==> config.mk <==
export PLATFORM = sky130hd
export DESIGN_NAME = io_bus_ctrl
export DESIGN_NICKNAME = d
export VERILOG_FILES = /design/src/rtl/io_bus_pkg.sv /design/src/rtl/io_wait_ctrl.sv /design/src/rtl/io_bus_ctrl.sv
export SDC_FILE = /design/constraint.sdc
export NUM_CORES = 1
export LEC_CHECK = 0
export BUFFER_PORTS_ARGS = -buffer_cell sky130_fd_sc_hd__buf_4
export CAP_MARGIN = 10
export CORE_MARGIN = 5
export CORE_UTILIZATION = 31
export CTS_CLUSTER_DIAMETER = 200
export CTS_CLUSTER_SIZE = 30
export DETAILED_ROUTE_END_ITERATION = 6
export PLACE_DENSITY = 0.57
export RECOVER_POWER = 100
export SETUP_SLACK_MARGIN = 0.1
export SLEW_MARGIN = 25
export SYNTH_ARGS = -nofsm -noshare
export SYNTH_HDL_FRONTEND = slang
export SYNTH_SLANG_ARGS = --single-unit
==> constraint.sdc <==
create_clock -name clk_i -period 2.7 [get_ports clk_i]
set_input_delay 0.54 -clock clk_i [delete_from_list [all_inputs] [get_ports clk_i]]
set_output_delay 0.54 -clock clk_i [all_outputs]
set_load 0.005 [all_outputs]
==> src/rtl/io_bus_pkg.sv <==
// Shared types and constants for the IO bus controller.
package io_bus_pkg;

    typedef enum logic [1:0] {
        ST_IDLE = 2'd0,
        ST_WAIT = 2'd1,
        ST_DONE = 2'd2
    } io_state_e;

    // Control register addresses
    localparam logic [15:0] ADDR_BANK_LO = 16'h0000;
    localparam logic [15:0] ADDR_BANK_HI = 16'h0001;
    localparam logic [15:0] ADDR_ROM_CTL = 16'h0002;
    localparam logic [15:0] ADDR_STATUS  = 16'h0003;

    localparam logic [7:0]  DEFAULT_IO_PAGE = 8'hFE;
    localparam logic [7:0]  ROM_PAGE        = 8'hFF;
    localparam logic [15:0] ROM_WIN_LO      = 16'hE000;
    localparam logic [15:0] ROM_WIN_HI      = 16'hFDFF;
    localparam logic [7:0]  BUS_FILL        = 8'hFF;

endpackage

==> src/rtl/io_wait_ctrl.sv <==
// Wait-state sequencer for banked IO accesses: stalls the CPU until the
// selected channel acks or the timeout counter expires, and latches the byte.
module io_wait_ctrl
    import io_bus_pkg::*;
#(
    parameter int unsigned NUM_CH  = 8,
    parameter int unsigned TIMEOUT = 15
) (
    input  logic                  clk_i,
    input  logic                  rst_n_i,
    input  logic                  start_i,
    input  logic [3:0]            ch_idx_i,
    input  logic [8*NUM_CH-1:0]   ch_data_i,
    input  logic [NUM_CH-1:0]     ch_ack_i,
    output logic                  busy_o,
    output logic                  done_o,
    output logic                  tmo_err_o,
    output logic [NUM_CH-1:0]     ch_cs_o,
    output logic [7:0]            data_o
);

    io_state_e           state_q;
    logic [7:0]          cnt_q;
    logic [3:0]          idx_q;
    logic [7:0]          data_q;
    logic [NUM_CH-1:0]   cs_q;
    logic [NUM_CH-1:0]   onehot;
    logic                ack_sel;
    logic [7:0]          data_sel;
    logic                tmo_hit;

    // Select ack/data of the latched channel and build the start one-hot
    always_comb begin
        ack_sel  = 1'b0;
        data_sel = BUS_FILL;
        onehot   = '0;
        for (int unsigned c = 0; c < NUM_CH; c++) begin
            onehot[c] = (ch_idx_i == 4'(c));
            if (idx_q == 4'(c)) begin
                ack_sel  = ch_ack_i[c];
                data_sel = ch_data_i[8*c +: 8];
            end
        end
        tmo_hit = (state_q == ST_WAIT) && !ack_sel && (cnt_q == 8'(TIMEOUT));
    end

    // FSM, wait counter, channel select and data latch
    always_ff @(posedge clk_i or negedge rst_n_i) begin
        if (!rst_n_i) begin
            state_q <= ST_IDLE;
            cnt_q   <= '0;
            idx_q   <= '0;
            data_q  <= BUS_FILL;
            cs_q    <= '0;
        end else begin
            case (state_q)
                ST_IDLE: begin
                    if (start_i) begin
                        state_q <= ST_WAIT;
                        cnt_q   <= '0;
                        idx_q   <= ch_idx_i;
                        cs_q    <= onehot;
                    end
                end
                ST_WAIT: begin
                    if (ack_sel) begin
                        data_q  <= data_sel;
                        cs_q    <= '0;
                        state_q <= ST_DONE;
                    end else if (cnt_q == 8'(TIMEOUT)) begin
                        data_q  <= BUS_FILL;
                        cs_q    <= '0;
                        state_q <= ST_DONE;
                    end else begin
                        cnt_q <= cnt_q + 8'd1;
                    end
                end
                ST_DONE: state_q <= ST_IDLE;
                default: begin
                    state_q <= ST_IDLE;
                    cs_q    <= '0;
                end
            endcase
        end
    end

    // Stall starts combinationally in the request cycle
    assign busy_o    = ((state_q == ST_IDLE) && start_i) || (state_q == ST_WAIT);
    assign done_o    = (state_q == ST_DONE);
    assign tmo_err_o = tmo_hit;
    assign ch_cs_o   = cs_q;
    assign data_o    = data_q;

endmodule

==> src/rtl/io_bus_ctrl.sv <==
// CPU bus controller: address decode, control registers, read mux and
// banked IO wait-state handling.
module io_bus_ctrl
    import io_bus_pkg::*;
#(
    parameter int unsigned NUM_CH  = 8,
    parameter logic [7:0]  IO_PAGE = DEFAULT_IO_PAGE,
    parameter int unsigned TIMEOUT = 15
) (
    input  logic                  clk_i,
    input  logic                  rst_n_i,
    input  logic [15:0]           addr_i,
    input  logic [7:0]            data_i,
    input  logic                  R_W_n,
    output logic [7:0]            data_o,
    output logic                  rdy_o,
    output logic                  ram_cs_o,
    input  logic [7:0]            ram_data_i,
    output logic                  rom_cs_o,
    input  logic [7:0]            rom_data_i,
    output logic [NUM_CH-1:0]     ch_cs_o,
    input  logic [8*NUM_CH-1:0]   ch_data_i,
    input  logic [NUM_CH-1:0]     ch_ack_i,
    output logic                  bus_err_o
);

    logic [7:0]  bank_lo_q;
    logic [7:0]  bank_hi_q;
    logic        rom_ctl_q;
    logic        bus_err_q;
    logic [15:0] bank;
    logic        bank_ok;
    logic        sel_ctl;
    logic        sel_rom;
    logic        sel_ram;
    logic        sel_io;
    logic        io_start;
    logic        io_unmapped;
    logic        busy;
    logic        done;
    logic        tmo_err;
    logic [7:0]  io_data;

    assign bank    = {bank_hi_q, bank_lo_q};
    assign bank_ok = (bank < 16'(NUM_CH));

    // Prioritised address decode
    always_comb begin
        sel_ctl = 1'b0;
        sel_rom = 1'b0;
        sel_ram = 1'b0;
        sel_io  = 1'b0;
        if (addr_i[15:2] == ADDR_BANK_LO[15:2])
            sel_ctl = 1'b1;
        else if (addr_i[15:8] == ROM_PAGE)
            sel_rom = 1'b1;
        else if (addr_i[15:8] == IO_PAGE)
            sel_io = 1'b1;
        else if ((addr_i >= ROM_WIN_LO) && (addr_i <= ROM_WIN_HI)) begin
            sel_rom = !rom_ctl_q;
            sel_ram = rom_ctl_q;
        end else
            sel_ram = 1'b1;
    end

    // Start is qualified by reset so a held IO address cannot pull rdy_o low
    // while the controller is being reset
    assign io_start    = rst_n_i && sel_io && bank_ok;
    assign io_unmapped = sel_io && !bank_ok;

    io_wait_ctrl #(
        .NUM_CH  (NUM_CH),
        .TIMEOUT (TIMEOUT)
    ) u_wait (
        .clk_i     (clk_i),
        .rst_n_i   (rst_n_i),
        .start_i   (io_start),
        .ch_idx_i  (bank[3:0]),
        .ch_data_i (ch_data_i),
        .ch_ack_i  (ch_ack_i),
        .busy_o    (busy),
        .done_o    (done),
        .tmo_err_o (tmo_err),
        .ch_cs_o   (ch_cs_o),
        .data_o    (io_data)
    );

    // Control registers; a bus-error set beats a same-cycle status clear
    always_ff @(posedge clk_i or negedge rst_n_i) begin
        if (!rst_n_i) begin
            bank_lo_q <= '0;
            bank_hi_q <= '0;
            rom_ctl_q <= 1'b0;
            bus_err_q <= 1'b0;
        end else begin
            if (sel_ctl && !R_W_n) begin
                case (addr_i)
                    ADDR_BANK_LO: bank_lo_q <= data_i;
                    ADDR_BANK_HI: bank_hi_q <= data_i;
                    ADDR_ROM_CTL: rom_ctl_q <= data_i[0];
                    ADDR_STATUS:  if (data_i[0]) bus_err_q <= 1'b0;
                    default: ;
                endcase
            end
            if (io_unmapped || tmo_err)
                bus_err_q <= 1'b1;
        end
    end

    // Read data mux; an IO access in progress echoes the CPU data bus
    always_comb begin
        data_o = data_i;
        if (done)
            data_o = io_data;
        else if (sel_ctl) begin
            case (addr_i[1:0])
                2'd0:    data_o = bank_lo_q;
                2'd1:    data_o = bank_hi_q;
                2'd2:    data_o = {7'd0, rom_ctl_q};
                default: data_o = {7'd0, bus_err_q};
            endcase
        end else if (sel_rom)
            data_o = rom_data_i;
        else if (sel_ram)
            data_o = ram_data_i;
        else if (io_unmapped)
            data_o = BUS_FILL;
    end

    assign rdy_o     = !busy;
    assign ram_cs_o  = sel_ram;
    assign rom_cs_o  = sel_rom;
    assign bus_err_o = bus_err_q;

endmodule

==> results.tsv <==
metric	value	unit
number of synthesized register bits	48	
Avg Cell Area, Syn	9.72	um2
global route total overflow	0	
period utilization	94.5	%
Setup violations, final	0	
slew at the pin closest to its max-slew limit	1.20	ns
Sw Pwr	405	uW
FF+latch area	0.00121	mm2
cell internal pwr	1.11	mW
worst hold slack	0.482	ns
Starting Density	31.5	%
setup TNS	0	ns
post-route insts no fill	615	
RR Startpoint	u_wait.idx_q[0]$_DFFE_PN0P_	
CTS tree	done	
Die Y-Extent	112	um
Most used DFF post-synth	dfrtp_1	
Slew Limit Fails	0	
Hold Path Class	in -> reg	
DRC	0	
area delta synth->final	43.6	%
DRT iter0 DRCs	137	
Pwr per Cell Area	329	mW/mm2
Clk pwr share	29.0	%
Yosys top cell area share	31.2	%
CP Launch Type	primary input	
status	complete, no violations	
CP startpoint	addr_i[3]	
std cell rows	37	
initial antenna violation count	0	
sequential fraction of design power	48.7	%
largest net degree at the start of global routing	49	
area of the multi-input gates	0.00192	mm2
DIE WIDTH	112	um
Final ANT Viol Nets	0	
VDD IR-drop max	0.177	mV
WP data required	2.16	ns
synth cell count leaders	nand2_1, dfrtp_1, mux2i_1	
highest clock rate	392	MHz
Hold Buf Count CTS	0	
placed instance area	0.00445	mm2
die area	0.0125	mm2
share of cells above drive strength 1	44.9	%
vias in the first global route	3246	
HP Start	data_i[0]	
ANT cells	0	
Syn. warnings	0	
CP arrival	2.01	ns
root buffer cell	clkbuf_8	
worst skew pair latency	0.31	ns
dpl hpwl	8150	um
Worst setup EP type	output pin	
Worst Path Max Fanout	3	
worst setup margin	0.148	ns
Max-cap violations	0	
Post-synth ARST share	100	%
Comb pwr share	22.3	%
number of fillers in the final layout	1020	
core area	0.0102	mm2
sw frac	26.7	%
first-pass GRT wire length	16700	um
Vias	3175	
kind of critical path	in -> out	
final wirelength	10400	um
Placed Instances	602	
Total Power	1.52	mW
io pins	135	
Buffers on Ports	134	
# nets final	594	
CTS Buf Count	5	
Post-synth EDFFs	0	
area leader, netlist	dfrtp_1	
Static Leak	2.11	nW
vias per cell	5.16	
slew margin rel.	20.0	%
WL/cell	17.0	um
pre-CTS setup slack	-0.135	ns
Area contributors post-synth	dfrtp_1, mux2i_1, dfstp_2	
syn_nets	446	
final std cell area, no fill	0.00460	mm2
top-count cell post-synth	nand2_1	
minimum clock period after layout	2.55	ns
fraction of the yosys area taken by sequential cells	37.8	%
Mapped Cells	330	
CTS clock-pin slew for the worst setup and hold paths	0.09	ns
Reg2Reg Depth	6	
mapped cell area	0.00321	mm2
Max clock buf depth	2	
fin util	45.2	%
H-tree depth	2	
hold depth	3	
Final Hold Vio Count	0	
first drt pass iteration count	4	
Final Wtd Congestion	0.842	
Final Skew	0.0118	ns
RSZ-0062 raised after global routing	yes	
GRT Overall Usage	16.0	%
CTS Sinks	48	
library cells used by synthesis	51	
==> layout make-up <==
cell class                 count  share of cell area [%]
tap                          136                    3.70
clock inverter                 3                   0.489
timing repair buffer         156                    25.1
sequential                    48                    26.3
clock buffer                   5                    1.49
inverter                      16                    1.30
multi-input combinational    251                    41.6
==> cell families (layout without fill, tap and decap cells) <==
family / after synthesis / count (layout) / synth area share [%]
adders and majority gates: 1 / 1 / 0.390
AOI/OAI and AO/OA: 84 / 84 / 18.5
buffers and inverters: 32 / 180 / 3.98
DFF: 48 / 48 / 37.8
muxes: 52 / 52 / 20.0
and+or+nand+nor: 113 / 114 / 19.3
==> flip-flops by register name, indices dropped and copies added, names as in the netlist <==
name / cells
bank_hi_q: 8
u_wait.ch_cs_o: 8
bus_err_o: 1
rom_ctl_q: 1
u_wait.state_q: 2
u_wait.cnt_q: 8
bank_lo_q: 8
u_wait.data_o: 8
u_wait.idx_q: 4
==> critical path: stages <==
cell	delay (ns)
clkbuf_4	0.11
nor4_2	0.29
clkbuf_4	0.20
and4_4	0.24
buf_4	0.13
o221ai_1	0.12
o2111ai_1	0.10
a21oi_1	0.12
buf_4	0.15
==> power by group through the flow <==
stage               Clock (mW)  Sequential (mW)  Combinational [mW]
finish                   0.439            0.738               0.337
global route             0.491            0.740               0.368
CTS                      0.455            0.738               0.340
detailed placement           0            0.752               0.337
global placement             0            0.752               0.332
floorplan                    0            0.749               0.130
==> repair_timing <==
| action | 4_1_cts | 5_1_grt |
|---|---|---|
| hold endpoints to repair | 0 | 0 |
| resized for setup | 3 | 17 |
| pin swaps | 3 | 7 |
| cloned | 0 | 1 |
| buffers inserted | 0 | 4 |
| setup endpoints to repair | 8 | 9 |
==> cell usage in the layout, fill, tap and decap left out, drive strengths merged, types with 8 or more instances in the layout <==
master,Yosys,final
a21oi,8,8
a2bb2oi,8,8
a31oi,8,8
buf,5,135
clkbuf,11,26
dfrtp,40,40
dfstp,8,8
inv,15,16
mux2,17,17
mux2i,27,27
mux4,8,8
nand2,45,46
nand3,9,9
nor2b,11,11
nor4,8,8
o21ai,19,19
o221ai,8,8
o22ai,15,15
==> path summary, 6_finish.rpt <==
check / end / slack [ns]
max: data_o[0] / 0.15
min: bank_lo_q[0]$_DFFE_PN0P_ / 0.48
max reg2reg: u_wait.ch_cs_o[5]$_DFFE_PN0P_ / 0.41
min reg2reg: u_wait.cnt_q[2]$_DFFE_PN0P_ / 0.50
max in group asynchronous: bank_lo_q[3]$_DFFE_PN0P_ / 1.30
min in group asynchronous: u_wait.cnt_q[0]$_DFFE_PN0P_ / 0.59
==> metal layers <==
metal / global-route usage, % / up-vias / routed length, um / share of wire [%]
met4: 3.41 / 0 / 169 / 1.6
met1: 22.1 / 1493 / 4910 / 47
met5: 0 / - / 0 / 0
met3: 2.99 / 12 / 572 / 5.5
met2: 26.2 / 112 / 4790 / 46
li1: - / 1558 / - / -
Power figures use the tool's default switching activity.
